<file path="config.mk">
export PLATFORM = sky130hd
export DESIGN_NAME = smc777_mem_arbiter_flat
export DESIGN_NICKNAME = d
export VERILOG_FILES = /design/src/rtl/smc777_mem_arbiter_if.sv /design/src/rtl/smc777_mem_arbiter.sv /design/src/flat_wrapper.sv
export SDC_FILE = /design/constraint.sdc
export NUM_CORES = 1
export LEC_CHECK = 0
export CAP_MARGIN = 15
export CORE_MARGIN = 4
export CORE_UTILIZATION = 39
export DETAILED_ROUTE_END_ITERATION = 16
export PLACE_DENSITY = 0.91
export SYNTH_ARGS = -nofsm -noshare
export SYNTH_HDL_FRONTEND = slang
export SYNTH_SLANG_ARGS = --single-unit
</file>
<file path="constraint.sdc">
create_clock -name clk -period 3.1 [get_ports clk]
set_input_delay 0.31 -clock clk [delete_from_list [all_inputs] [get_ports clk]]
set_output_delay 0.31 -clock clk [all_outputs]
set_load 0.05 [all_outputs]
</file>
<file path="src/rtl/smc777_mem_arbiter_if.sv">
// smc777_mem_arbiter_if: requester, download and RAM signals shared by the SMC-777 memory arbiter
interface smc777_mem_arbiter_if;
  logic        ioctl_download;
  logic [7:0]  ioctl_index;
  logic        ioctl_wr;
  logic [24:0] ioctl_addr;
  logic [7:0]  ioctl_dout;
  logic        ioctl_wait;
  logic        vid_req;
  logic [15:0] vid_addr;
  logic [7:0]  vid_data;
  logic        vid_valid;
  logic        cpu_req;
  logic        cpu_we;
  logic [15:0] cpu_addr;
  logic [7:0]  cpu_din;
  logic [7:0]  cpu_dout;
  logic        cpu_ack;
  logic        cpu_hold;
  logic        mem_ce;
  logic        mem_we;
  logic [15:0] mem_addr;
  logic [7:0]  mem_din;
  logic [7:0]  mem_dout;
  logic        dl_done;
  logic [16:0] dl_count;
  modport slave (
    input  ioctl_download, ioctl_index, ioctl_wr, ioctl_addr, ioctl_dout,
    input  vid_req, vid_addr, cpu_req, cpu_we, cpu_addr, cpu_din, mem_dout,
    output ioctl_wait, vid_data, vid_valid, cpu_dout, cpu_ack, cpu_hold,
    output mem_ce, mem_we, mem_addr, mem_din, dl_done, dl_count
  );
  modport master (
    output ioctl_download, ioctl_index, ioctl_wr, ioctl_addr, ioctl_dout,
    output vid_req, vid_addr, cpu_req, cpu_we, cpu_addr, cpu_din, mem_dout,
    input  ioctl_wait, vid_data, vid_valid, cpu_dout, cpu_ack, cpu_hold,
    input  mem_ce, mem_we, mem_addr, mem_din, dl_done, dl_count
  );
endinterface

</file>
<file path="src/rtl/smc777_mem_arbiter.sv">
// smc777_mem_arbiter: shares one synchronous RAM port between video, ioctl download and CPU
module smc777_mem_arbiter #(
  parameter logic [7:0]  DL_INDEX = 8'd0,
  parameter logic [15:0] DL_BASE  = 16'h0000
) (
  input logic clk,
  input logic reset,
  smc777_mem_arbiter_if.slave bus
);
  typedef enum logic [1:0] {IDLE, LOADING, DRAIN} state_t;
  state_t      state, state_nx;
  logic        dl_active, dl_active_q, dl_rise, load;
  logic        buf_full;
  logic [15:0] buf_addr;
  logic [7:0]  buf_data;
  logic        g_vid, g_dl, g_cpu;
  logic        cpu_pend, cpu_ack_q, vid_valid_q, hold_q;
  logic [7:0]  vid_last, cpu_last;
  logic [16:0] count;
  assign dl_active = bus.ioctl_download && (bus.ioctl_index == DL_INDEX);
  assign dl_rise   = dl_active && !dl_active_q;
  assign load      = dl_active && bus.ioctl_wr && (bus.ioctl_addr[24:16] == '0) && !buf_full;
  assign g_vid = !reset && bus.vid_req;
  assign g_dl  = buf_full && !bus.vid_req;
  assign g_cpu = !reset && bus.cpu_req && !hold_q && !bus.vid_req && !buf_full && !cpu_pend && !cpu_ack_q;
  assign bus.mem_ce   = g_vid || g_dl || g_cpu;
  assign bus.mem_we   = g_dl || (g_cpu && bus.cpu_we);
  assign bus.mem_addr = g_vid ? bus.vid_addr : g_dl ? buf_addr : g_cpu ? bus.cpu_addr : '0;
  assign bus.mem_din  = g_dl ? buf_data : (g_cpu && bus.cpu_we) ? bus.cpu_din : '0;
  assign bus.ioctl_wait = buf_full;
  assign bus.vid_valid  = vid_valid_q;
  assign bus.vid_data   = vid_valid_q ? bus.mem_dout : vid_last;
  assign bus.cpu_ack    = cpu_ack_q;
  assign bus.cpu_dout   = cpu_pend ? bus.mem_dout : cpu_last;
  assign bus.cpu_hold   = hold_q;
  assign bus.dl_count   = count;
  // Download buffer, CPU hold, return tagging and byte counter
  always_ff @(posedge clk or posedge reset)
    if (reset) begin
      dl_active_q <= 1'b0;
      buf_full    <= 1'b0;
      buf_addr    <= '0;
      buf_data    <= '0;
      hold_q      <= 1'b0;
      cpu_pend    <= 1'b0;
      cpu_ack_q   <= 1'b0;
      vid_valid_q <= 1'b0;
      vid_last    <= '0;
      cpu_last    <= '0;
      count       <= '0;
    end else begin
      dl_active_q <= dl_active;
      buf_full    <= load || (buf_full && !g_dl);
      if (load) begin
        buf_addr <= DL_BASE + bus.ioctl_addr[15:0];
        buf_data <= bus.ioctl_dout;
      end
      hold_q      <= dl_active || buf_full;
      cpu_pend    <= g_cpu && !bus.cpu_we;
      cpu_ack_q   <= g_cpu;
      vid_valid_q <= g_vid;
      if (vid_valid_q) vid_last <= bus.mem_dout;
      if (cpu_pend) cpu_last <= bus.mem_dout;
      count <= dl_rise ? '0 : (g_dl && count != '1) ? count + 1'b1 : count;
    end
  // Completion FSM state register
  always_ff @(posedge clk or posedge reset)
    if (reset) state <= IDLE;
    else state <= state_nx;
  // Completion FSM next state; dl_done fires as the drained download returns to idle
  always_comb begin
    state_nx = state;
    bus.dl_done = 1'b0;
    state_nx = (state == IDLE)    ? (dl_active ? LOADING : IDLE) :
               (state == LOADING) ? (dl_active ? LOADING : DRAIN) :
               dl_active ? LOADING : buf_full ? DRAIN : IDLE;
    bus.dl_done = (state == DRAIN) && !dl_active && !buf_full;
  end
endmodule

</file>
<file path="src/flat_wrapper.sv">
// flat-port wrapper written by rule: the top's interface ports become plain ports
module smc777_mem_arbiter_flat 
#(
  parameter logic [7:0]  DL_INDEX = 8'd0,
  parameter logic [15:0] DL_BASE  = 16'h0000
)
  (clk, reset, bus_ioctl_download, bus_ioctl_index, bus_ioctl_wr, bus_ioctl_addr, bus_ioctl_dout, bus_vid_req, bus_vid_addr, bus_cpu_req, bus_cpu_we, bus_cpu_addr, bus_cpu_din, bus_mem_dout, bus_ioctl_wait, bus_vid_data, bus_vid_valid, bus_cpu_dout, bus_cpu_ack, bus_cpu_hold, bus_mem_ce, bus_mem_we, bus_mem_addr, bus_mem_din, bus_dl_done, bus_dl_count);
  smc777_mem_arbiter_if bus_i ();
  input logic clk;
  input logic reset;
  input wire logic [$bits(bus_i.ioctl_download)-1:0] bus_ioctl_download;
  input wire logic [$bits(bus_i.ioctl_index)-1:0] bus_ioctl_index;
  input wire logic [$bits(bus_i.ioctl_wr)-1:0] bus_ioctl_wr;
  input wire logic [$bits(bus_i.ioctl_addr)-1:0] bus_ioctl_addr;
  input wire logic [$bits(bus_i.ioctl_dout)-1:0] bus_ioctl_dout;
  input wire logic [$bits(bus_i.vid_req)-1:0] bus_vid_req;
  input wire logic [$bits(bus_i.vid_addr)-1:0] bus_vid_addr;
  input wire logic [$bits(bus_i.cpu_req)-1:0] bus_cpu_req;
  input wire logic [$bits(bus_i.cpu_we)-1:0] bus_cpu_we;
  input wire logic [$bits(bus_i.cpu_addr)-1:0] bus_cpu_addr;
  input wire logic [$bits(bus_i.cpu_din)-1:0] bus_cpu_din;
  input wire logic [$bits(bus_i.mem_dout)-1:0] bus_mem_dout;
  output wire logic [$bits(bus_i.ioctl_wait)-1:0] bus_ioctl_wait;
  output wire logic [$bits(bus_i.vid_data)-1:0] bus_vid_data;
  output wire logic [$bits(bus_i.vid_valid)-1:0] bus_vid_valid;
  output wire logic [$bits(bus_i.cpu_dout)-1:0] bus_cpu_dout;
  output wire logic [$bits(bus_i.cpu_ack)-1:0] bus_cpu_ack;
  output wire logic [$bits(bus_i.cpu_hold)-1:0] bus_cpu_hold;
  output wire logic [$bits(bus_i.mem_ce)-1:0] bus_mem_ce;
  output wire logic [$bits(bus_i.mem_we)-1:0] bus_mem_we;
  output wire logic [$bits(bus_i.mem_addr)-1:0] bus_mem_addr;
  output wire logic [$bits(bus_i.mem_din)-1:0] bus_mem_din;
  output wire logic [$bits(bus_i.dl_done)-1:0] bus_dl_done;
  output wire logic [$bits(bus_i.dl_count)-1:0] bus_dl_count;
  assign bus_i.ioctl_download = bus_ioctl_download;
  assign bus_i.ioctl_index = bus_ioctl_index;
  assign bus_i.ioctl_wr = bus_ioctl_wr;
  assign bus_i.ioctl_addr = bus_ioctl_addr;
  assign bus_i.ioctl_dout = bus_ioctl_dout;
  assign bus_i.vid_req = bus_vid_req;
  assign bus_i.vid_addr = bus_vid_addr;
  assign bus_i.cpu_req = bus_cpu_req;
  assign bus_i.cpu_we = bus_cpu_we;
  assign bus_i.cpu_addr = bus_cpu_addr;
  assign bus_i.cpu_din = bus_cpu_din;
  assign bus_i.mem_dout = bus_mem_dout;
  assign bus_ioctl_wait = bus_i.ioctl_wait;
  assign bus_vid_data = bus_i.vid_data;
  assign bus_vid_valid = bus_i.vid_valid;
  assign bus_cpu_dout = bus_i.cpu_dout;
  assign bus_cpu_ack = bus_i.cpu_ack;
  assign bus_cpu_hold = bus_i.cpu_hold;
  assign bus_mem_ce = bus_i.mem_ce;
  assign bus_mem_we = bus_i.mem_we;
  assign bus_mem_addr = bus_i.mem_addr;
  assign bus_mem_din = bus_i.mem_din;
  assign bus_dl_done = bus_i.dl_done;
  assign bus_dl_count = bus_i.dl_count;
  smc777_mem_arbiter #(.DL_INDEX(DL_INDEX), .DL_BASE(DL_BASE)) u_core (.clk(clk), .reset(reset), .bus(bus_i));
endmodule
</file>
==> metrics.md, run 1 <==
| Metric | Value |
|---|---|
| Run status | complete, no violations |
| Vias in the first global route | 3019 |
| Slew Limit Fails | 0 |
| Max stage delay cell, worst path | or4_4 |
| Power Density | 423.7 mW/mm^2 |
| Setup crit end | u_core.bus.dl_count[15] |
| Register area share after synthesis | 53.27% |
| Post-synth EDFFs | 0 |
| Routability cong. | 0.8319 |
| Via density | 5.208 |
| Endpoints failing setup | 0 |
| Syn-to-layout area delta | 72.08% |
| Worst hold path type | reg2reg |
| Sequential power share | 40.6% |
| Yosys cell types | 36 |
| CTS clock-pin slew for the worst setup and hold paths | 0.08 ns |
| Final hold violation count | 0 |
| WL/cell | 18.05 um |
| R2R Path Start | u_core.bus.dl_count[5] |
| CTS resizes | 0 |
| Initial antenna violation count | 0 |
| WP depth | 8 |
| TritonCTS clock tree | yes |
| Final min period | 2.762 ns |
| Peak VDD IR | 0.2398 mV |
| First-pass GRT wire length | 14.69 mm |
| Mapped Nets | 354 |
| Via Count | 2703 |
| First-pass DRT Iterations | 5 |
| Number of buffers and inverters on the critical path | 0 |
| Post-synth top cells | dfrtp_1 (64), mux2_2 (40), inv_1 (19), a222oi_1 (16), nor2_1 (16) |
| Async set-reset flop share out of synthesis | 100.0% |
| Yosys reg bits | 64 |
| Final TNS setup | 0 ns |
| DRT iter0 DRCs | 122 |
| Combinational share of power | 27.4% |
| Core area | 0.007370 sq mm |
| Net Switching | 0.6297 mW |
| TritonCTS buffer count | 9 |
| Antenna Cells | 0 |
| Req. time, crit path | 3.33 ns |
| Chip height | 95.80 um |
| DP Worst Slack | 0.3661 ns |
| Mapped cell area | 0.003007 sq mm |
| Port Buffer Count | 159 |
| Cells after Synth | 256 |
| # clock sinks | 64 |
| CP startpoint | u_core.bus.dl_count[5] |
| H-tree levels | 3 |
| Reg-to-Reg End | u_core.bus.dl_count[15] |
| Element type at the critical path end | flop |
| DP Wirelength | 7.451 mm |
| Fmax | 362.1 MHz |
| R2R setup slack | 0.34 ns |
| DRC viols | 0 |
| Clock root cell | clkbuf_8 |
| Cts hold-fix bufs | 0 |
| Crit path max-delay family | simple AND/OR/NAND/NOR gates |
| Routed wire length | 9.368 mm |
| Ranking of synthesized cells by area | dfrtp_1 (53%), mux2_2 (15%), a222oi_1 (5.3%) |
| Layout cell share with drive strength beyond 1 | 22.38% |
| DRT antenna net count | 0 |
| Largest net degree at the start of global routing | 34 |
| Final Core Density | 70.20% |
| DIE AREA | 0.009178 sq mm |
| Initial Util | 40.80% |
| Top-area cell type share of the netlist area | 53.27% |
| Top-count cell post-synth | dfrtp_1 |
| Critical path type | reg2reg |
| Die X | 95.80 um |
| Slew margin rel. | 53.66% |
| Leak Pwr | 2.344 nW |
| Hold path start | u_core.cpu_last[6] |
| R2R cell count | 8 |
| Power Internal | 1.563 mW |
| Nets | 515 |
| Yosys warnings | 0 |
| Setup WS post-layout | 0.3380 ns |
| WP data arrival | 2.99 ns |
| Post-synth top flop | dfrtp_1 |
| RSZ-0062 raised after global routing | false |
| CTS Buffer Depth | 2 |
| GR Overflow Total | 0 |
| CP max stage delay | 0.58 ns |
| Final Cycle Share | 89.10% |
| I/O pins | 160 |
| Worst Clk Skew | 0.01204 ns |
| Switching part of the total | 28.72% |
| Crit path cell chain | nand4_1, or3_1, nor3_1, ha_1, or3b_1, or4_4, or4_1, o21ai_0 |
| Hold Path Depth | 1 |
| Overall Global Routing Usage | 20.85% |
| Largest area contributor in the netlist | dfrtp_1 |
| Clock latency reported for the late side of the worst-skew pair | 0.32 ns |
| Clock Power Share | 32.0% |
| Slew at the pin closest to its max-slew limit | 0.6940 ns |
| Avg Inst Size Synth | 11.74 sq um |
| Crit Path Max Fanout | 5 |
| Max_cap viols | 0 |
| Setup crit start kind | flop |
| Hold slack | 0.4959 ns |
| Post CTS Setup Buffer Count | 0 |
| Core Rows | 31 |
==> per-stage QoR <==
stage / area (sq um) / power [mW] / instances
global route: 5174 / 2.291 / 519
CTS: 5174 / 2.218 / 519
global placement: 4980 / 1.497 / 505
finish: 5174 / 2.192 / 519
detailed placement: 4980 / 1.512 / 505
floorplan: 3007 / 1.206 / 256
==> placed cells by master, fill, tap and decap left out, types with 3 or more instances in the layout <==
cell,synthesis,final
clkdlybuf4s50_1,0,132
dfrtp_1,64,64
mux2_2,40,40
buf_12,0,27
inv_1,19,18
nor2_1,16,16
a222oi_1,16,16
clkbuf_8,0,11
a22o_1,8,8
buf_4,0,8
or3_1,6,6
nor3_1,5,5
nor4_1,5,5
xor2_1,5,5
xnor2_1,5,5
nand3_1,5,5
o21ai_0,5,5
nand2_1,5,5
nand4_1,5,5
and3_1,4,4
mux2i_1,3,3
==> state kept, by name (all words and copies together) (netlist names) <==
register	count
u_core.buf_addr	16
u_core.buf_data	8
u_core.bus.cpu_ack	1
u_core.bus.cpu_hold	1
u_core.bus.dl_count	17
u_core.bus.ioctl_wait	1
u_core.bus.vid_valid	1
u_core.cpu_last	8
u_core.cpu_pend	1
u_core.state	2
u_core.vid_last	8
==> metal layers <==
layer	track usage, %	part of all wire, %	up-vias
met5	0	0	-
met4	6.517	1.2	0
met3	6.646	8.7	8
met2	38.74	54	108
met1	22.30	36	1324
li1	-	-	1263
==> how the worst min path moves through the flow <==
| stage | end | slack [ns] |
|---|---|---|
| finish | u_core.cpu_last[6] | 0.50 |
| global route | u_core.vid_last[3] | 0.51 |
| CTS | u_core.vid_last[4] | 0.50 |
| detailed placement | u_core.vid_last[4] | 0.49 |
| global placement | u_core.cpu_last[4] | 0.48 |
| floorplan | u_core.cpu_pend | 0.38 |
==> kinds of logic (layout without fill, tap and decap cells) <==
group                      count (synthesis)  count (layout)  share of synthesized area, %
adders and majority gates                  2               2                        0.8322
AOI/OAI and AO/OA                         34              34                         9.571
buffers and inverters                     36             200                         4.869
DFF                                       64              64                         53.27
and+or+nand+nor                           67              67                         12.57
xor gates and xnor gates                  10              10                         2.913
muxes                                     43              43                         15.98
==> power by group through the flow <==
stage	logic (mW)	clock network, mW	registers [mW]
6_report	0.600	0.702	0.890
5_1_grt	0.630	0.767	0.893
4_1_cts	0.606	0.720	0.891
3_5_place_dp	0.605	0	0.907
3_3_place_gp	0.594	0	0.903
2_1_floorplan	0.302	0	0.904
==> layout make-up <==
cell class / count / area (sq um)
multi-input cells: 156 / 1261
clock inverters: 3 / 42.54
inverters: 19 / 71.32
well taps: 99 / 123.9
clock buffers: 11 / 151.4
flip-flops and latches: 64 / 1602
fillers: 554 / 2196
repair buffers: 167 / 1922
No activity file was read; power rests on OpenSTA's default activity.
==> inputs of run 2 (changes only) <==
--- a/config.mk
+++ b/config.mk
@@ -9,6 +9,7 @@
 export CORE_MARGIN = 4
 export CORE_UTILIZATION = 39
 export DETAILED_ROUTE_END_ITERATION = 16
+export GPL_TIMING_DRIVEN = 0
 export PLACE_DENSITY = 0.91
 export SYNTH_ARGS = -nofsm -noshare
 export SYNTH_HDL_FRONTEND = slang
==> run 2 against run 1 <==
Setup slack got worse by 0.10 ns. Maximum frequency fell by 3.6%. Clock skew fell by 0.0046 ns. Sequential share of layout area rose by 1.7 points. Clock-buffer cell count did not move. Global-route usage fell by 1.5 points. Final area fell by 5.2%. Hold slack got worse by 0.040 ns. Critical path depth did not move. Flip-flop and latch count did not move.
==> metrics.md, run 2 (synthesized netlist as in run 1, its figures left out) <==
| Metric | Value |
|---|---|
| Port Buffer Count | 159 |
| Peak VDD IR | 0.2595 mV |
| Clock latency reported for the late side of the worst-skew pair | 0.32 ns |
| Slew at the pin closest to its max-slew limit | 0.9702 ns |
| DRC viols | 0 |
| Final hold violation count | 0 |
| Initial antenna violation count | 0 |
| CTS clock-pin slew for the worst setup and hold paths | 0.07 ns |
| Max stage delay cell, worst path | nor4bb_1 |
| Cts hold-fix bufs | 0 |
| Leak Pwr | 2.380 nW |
| Max_cap viols | 0 |
| Design Area, Final | 0.004902 sq mm |
| Worst hold path type | in2async |
| Switching part of the total | 28.65% |
| CTS Buffer Depth | 2 |
| Core Rows | 31 |
| Fmax | 349.0 MHz |
| Setup crit start kind | flop |
| Core area | 0.007370 sq mm |
| Crit Path Max Fanout | 8 |
| Sequential power share | 39.8% |
| I/O pins | 160 |
| Overall Global Routing Usage | 19.39% |
| Worst Clk Skew | 0.007467 ns |
| Routability cong. | 0.8040 |
| Net Switching | 0.6384 mW |
| DP Wirelength | 7.128 mm |
| Largest net degree at the start of global routing | 39 |
| WL/cell | 17.07 um |
| Die X | 95.80 um |
| Crit path cell chain | nand4_1, or3_1, nor3_1, ha_1, nor4bb_1, nand4_1, or3_1, a21oi_1 |
| Vias in the first global route | 2856 |
| Max reg flops | 17 |
| Req. time, crit path | 3.35 ns |
| Antenna Cells | 0 |
| Commonest cells after routing, fill and taps aside | clkdlybuf4s50_1 (133), dfrtp_1 (64), mux2_2 (40) |
| Routed wire length | 9.066 mm |
| Chip height | 95.80 um |
| Nets | 525 |
| First-pass DRT Iterations | 7 |
| RSZ-0062 raised after global routing | false |
| Clock Power Share | 35.4% |
| CP max stage delay | 0.83 ns |
| Element type at the critical path end | flop |
| Syn-to-layout area delta | 63.05% |
| Slew margin rel. | 34.44% |
| Placed Instance Area | 0.004742 sq mm |
| First-pass GRT wire length | 13.66 mm |
| Power Density | 454.5 mW/mm^2 |
| GR Overflow Total | 0 |
| # clock sinks | 64 |
| Dpl cells | 515 |
| Layout cell share with drive strength beyond 1 | 19.68% |
| TritonCTS clock tree | yes |
| Final Cycle Share | 92.44% |
| Via density | 5.141 |
| Endpoints failing setup | 0 |
| DRT iter0 DRCs | 111 |
| Power Internal | 1.589 mW |
| DRT antenna net count | 0 |
| Final min period | 2.866 ns |
| DIE AREA | 0.009178 sq mm |
| Power, Total | 2.228 mW |
| WP data arrival | 3.12 ns |
| Non-Filler Instances | 531 |
| Run status | complete, no violations |
| Slew Limit Fails | 0 |
| H-tree levels | 3 |
| Commonest non-fill, non-tap cell in the layout | clkdlybuf4s50_1 |
| Critical path type | reg2reg |
| Initial Util | 40.80% |
| Clock root cell | clkbuf_8 |
| Combinational share of power | 24.7% |
| Via Count | 2730 |
| Post CTS Setup Buffer Count | 0 |
| TritonCTS buffer count | 9 |
==> run 2: cell count changes in the layout (fill, tap and decap cells not counted), moves of 4 or more <==
cell | previous run | this run
buf_12 | 27 | 1
buf_2 | 0 | 4
buf_4 | 8 | 0
clkbuf_1 | 0 | 9
clkbuf_2 | 0 | 20
dlymetal6s2s_1 | 0 | 8
==> run 2: area by class of cell <==
type / instances / area (sq um)
sequential: 64 / 1602
timing repair buffer: 160 / 1545
multi-input combinational: 156 / 1259
inverter: 19 / 71.32
clock inverter: 5 / 80.08
clock buffer: 11 / 141.4
tap: 99 / 123.9
fill: 576 / 2467
buffer: 17 / 80.08
==> run 2: layer usage <==
layer	part of all wire, %	wire length, um	GRT usage (%)	vias to the layer above
li1	-	-	-	1286
met4	1.9	172	6.872	0
met3	10	907	6.333	14
met1	37	3356	21.93	1315
met2	51	4630	34.11	115
met5	0	0	0	-
==> run 2: worst paths after layout <==
| path | startpoint | endpoint | slack (ns) | depth (start not counted) |
|---|---|---|---|---|
| max | u_core.bus.dl_count[3] | u_core.bus.dl_count[10] | 0.23 | 8 |
| min | reset | u_core.buf_addr[14] | 0.46 | 2 |
| max reg2reg | u_core.bus.dl_count[3] | u_core.bus.dl_count[10] | 0.23 | 8 |
| min reg2reg | u_core.cpu_last[7] | u_core.cpu_last[7] | 0.50 | 1 |
| max in group asynchronous | reset | u_core.bus.dl_count[5] | 2.04 | 3 |
| min in group clk | u_core.cpu_last[7] | u_core.cpu_last[7] | 0.50 | 1 |
==> run 2: worst max-delay path: cells and delay by family, from the launching register on <==
family,cells,cell delay [ns]
simple gates,6,2.01
flops,1,0.46
fa+ha+maj,1,0.18
compound gates,1,0.14
==> run 2: metrics by stage <==
| step | setup TNS (ns) | setup slack, ns | utilization, % | hold slack (ns) |
|---|---|---|---|---|
| 2_1_floorplan | 0 | 0.2213 | - | 0.3756 |
| 3_3_place_gp | -2.638 | -0.3054 | 64.07 | 0.4800 |
| 3_5_place_dp | -2.788 | -0.3173 | 64.35 | 0.4850 |
| 4_1_cts | 0 | 0.04337 | 67.11 | 0.4648 |
| 5_1_grt | 0 | 0.05275 | 66.52 | 0.5193 |
| 6_report | 0 | 0.2344 | 66.52 | 0.4559 |
==> run 2: timing repair <==
| action | CTS | global route |
|---|---|---|
| hold endpoints to repair | 0 | 0 |
| endpoints found under the setup margin | 26 | 25 |
| resized for setup | 22 | 42 |
==> run 2: power by group through the flow <==
| stage | clock network [mW] | registers (mW) | logic [mW] |
|---|---|---|---|
| 6_report | 0.790 | 0.887 | 0.551 |
| 5_1_grt | 0.852 | 0.891 | 0.581 |
| 4_1_cts | 0.807 | 0.887 | 0.560 |
| 3_5_place_dp | 0 | 0.904 | 0.565 |
| 3_3_place_gp | 0 | 0.900 | 0.552 |
| 2_1_floorplan | 0 | 0.904 | 0.302 |
==> inputs of run 3 (changes only) <==
--- a/config.mk
+++ b/config.mk
@@ -11,6 +11,7 @@
 export DETAILED_ROUTE_END_ITERATION = 16
 export GPL_TIMING_DRIVEN = 0
 export PLACE_DENSITY = 0.91
+export SKIP_CTS_REPAIR_TIMING = 1
 export SYNTH_ARGS = -nofsm -noshare
 export SYNTH_HDL_FRONTEND = slang
 export SYNTH_SLANG_ARGS = --single-unit
==> run 3 against run 2 <==
Sequential share of layout area fell by 0.85 points. Combinational power rose by 1%. Maximum frequency is 0.49% lower. Flip-flop and latch count unchanged. Critical path type is now reg2out. Critical endpoint is now bus_mem_addr[7].
==> metrics.md, run 3 (synthesized netlist as in run 1, its figures left out) <==
| Metric | Value |
|---|---|
| First-pass DRT Iterations | 5 |
| Routed wire length | 9.191 mm |
| DRT antenna net count | 0 |
| TritonCTS clock tree | yes |
| Slew Limit Fails | 0 |
| WP data arrival | 2.57 ns |
| Final Cycle Share | 92.90% |
| Dpl cells | 515 |
| Clock latency reported for the late side of the worst-skew pair | 0.33 ns |
| Core area | 0.007370 sq mm |
| Nets | 525 |
| Endpoints failing setup | 0 |
| H-tree levels | 3 |
| Layout cell share with drive strength beyond 1 | 15.74% |
| Final min period | 2.880 ns |
| Port Buffer Count | 159 |
| Clock root cell | clkbuf_8 |
| Max reg flops | 17 |
| Element type at the critical path end | output port |
| Commonest non-fill, non-tap cell in the layout | clkdlybuf4s50_1 |
| I/O pins | 160 |
| Slew at the pin closest to its max-slew limit | 0.9697 ns |
| Largest net degree at the start of global routing | 39 |
| Worst hold path type | in2async |
| Fmax | 347.2 MHz |
| First-pass GRT wire length | 13.67 mm |
| Worst Clk Skew | 0.009302 ns |
| Vias in the first global route | 2857 |
| DIE AREA | 0.009178 sq mm |
| Commonest cells after routing, fill and taps aside | clkdlybuf4s50_1 (133), dfrtp_1 (64), mux2_2 (40) |
| Core Rows | 31 |
| # clock sinks | 64 |
| Max_cap viols | 0 |
| Power Density | 444.5 mW/mm^2 |
| Final Core Density | 68.30% |
| TritonCTS buffer count | 9 |
| Critical path type | reg2out |
| Via density | 5.115 |
| DRT iter0 DRCs | 112 |
| DRC viols | 0 |
| Initial Util | 40.80% |
| Initial antenna violation count | 0 |
| Number of fill cells in the layout | 558 |
| GR Overflow Total | 0 |
| Non-Filler Instances | 531 |
| Slew margin rel. | 34.47% |
| Peak VDD IR | 0.2593 mV |
| CTS Buffer Depth | 2 |
| Antenna Cells | 0 |
| Crit Path Max Fanout | 10 |
| WL/cell | 17.31 um |
| Via Count | 2716 |
| Routability cong. | 0.8040 |
| Req. time, crit path | 2.79 ns |
| Run status | complete, no violations |
| Chip height | 95.80 um |
| DP Wirelength | 7.128 mm |
| Syn-to-layout area delta | 67.42% |
| Setup crit start kind | flop |
| Final TNS setup | 0 ns |
| Leak Pwr | 2.661 nW |
| Die X | 95.80 um |
| Final hold violation count | 0 |
| CTS clock-pin slew for the worst setup and hold paths | 0.07 ns |
| Overall Global Routing Usage | 19.40% |
==> run 3: metal layers <==
layer / vias up / global-route usage [%] / routed length [um]
li1: 1290 / - / -
met1: 1303 / 21.98 / 3446
met2: 106 / 34.11 / 4691
met3: 17 / 6.333 / 843
met4: 0 / 6.872 / 210
met5: - / 0 / 0
==> run 3: cell type report <==
cell class                 count  area, sq um  share of cell area, %
multi-input combinational    156         1259                  25.01
inverter                      19        71.32                  1.417
clock buffer                  11        141.4                  2.809
tap                           99        123.9                  2.461
timing repair buffer         160         1677                  33.31
buffer                        17        80.08                  1.591
sequential                    64         1602                  31.82
clock inverter                 5        80.08                  1.591
==> run 3: critical path, cell delays in order (launching register included) <==
cell            delay (ns)
dfrtp_1               0.36
clkbuf_1              0.24
nor4_1                0.30
and3_1                0.20
clkbuf_2              0.27
clkbuf_2              0.28
a222oi_1              0.10
inv_1                 0.08
dlymetal6s2s_1        0.42
==> run 3: per-stage QoR <==
stage,worst slack [ns],hold slack [ns],area (sq um),total power [mW]
final,0.2202,0.4562,5034,2.238
after global routing,-0.001870,0.5193,5034,2.332
after CTS,-0.5650,0.4648,4964,2.260
after detailed placement,-0.3173,0.4850,4742,1.468
after global placement,-0.3054,0.4800,4722,1.453
after floorplan,0.2213,0.3756,3007,1.206
==> run 3: path summary, 6_finish.rpt <==
path / start / to / slack, ns / cells past startpoint
max reg2reg: u_core.bus.dl_count[3] / u_core.bus.dl_count[10] / 0.24 / 8
min reg2reg: u_core.cpu_last[7] / u_core.cpu_last[7] / 0.50 / 1
min: reset / u_core.buf_addr[14] / 0.46 / 2
max: u_core.cpu_pend / bus_mem_addr[7] / 0.22 / 8
max in group asynchronous: reset / u_core.bus.dl_count[5] / 2.03 / 3
min in group clk: u_core.cpu_last[7] / u_core.cpu_last[7] / 0.50 / 1
==> run 3: report_power, final <==
| part | internal [mW] | total, mW | leakage (nW) | switching [mW] |
|---|---|---|---|---|
| Sequential | 0.876 | 0.887 | 0.859 | 0.0109 |
| Combinational | 0.247 | 0.559 | 1.70 | 0.312 |
| Clock | 0.474 | 0.791 | 0.106 | 0.317 |
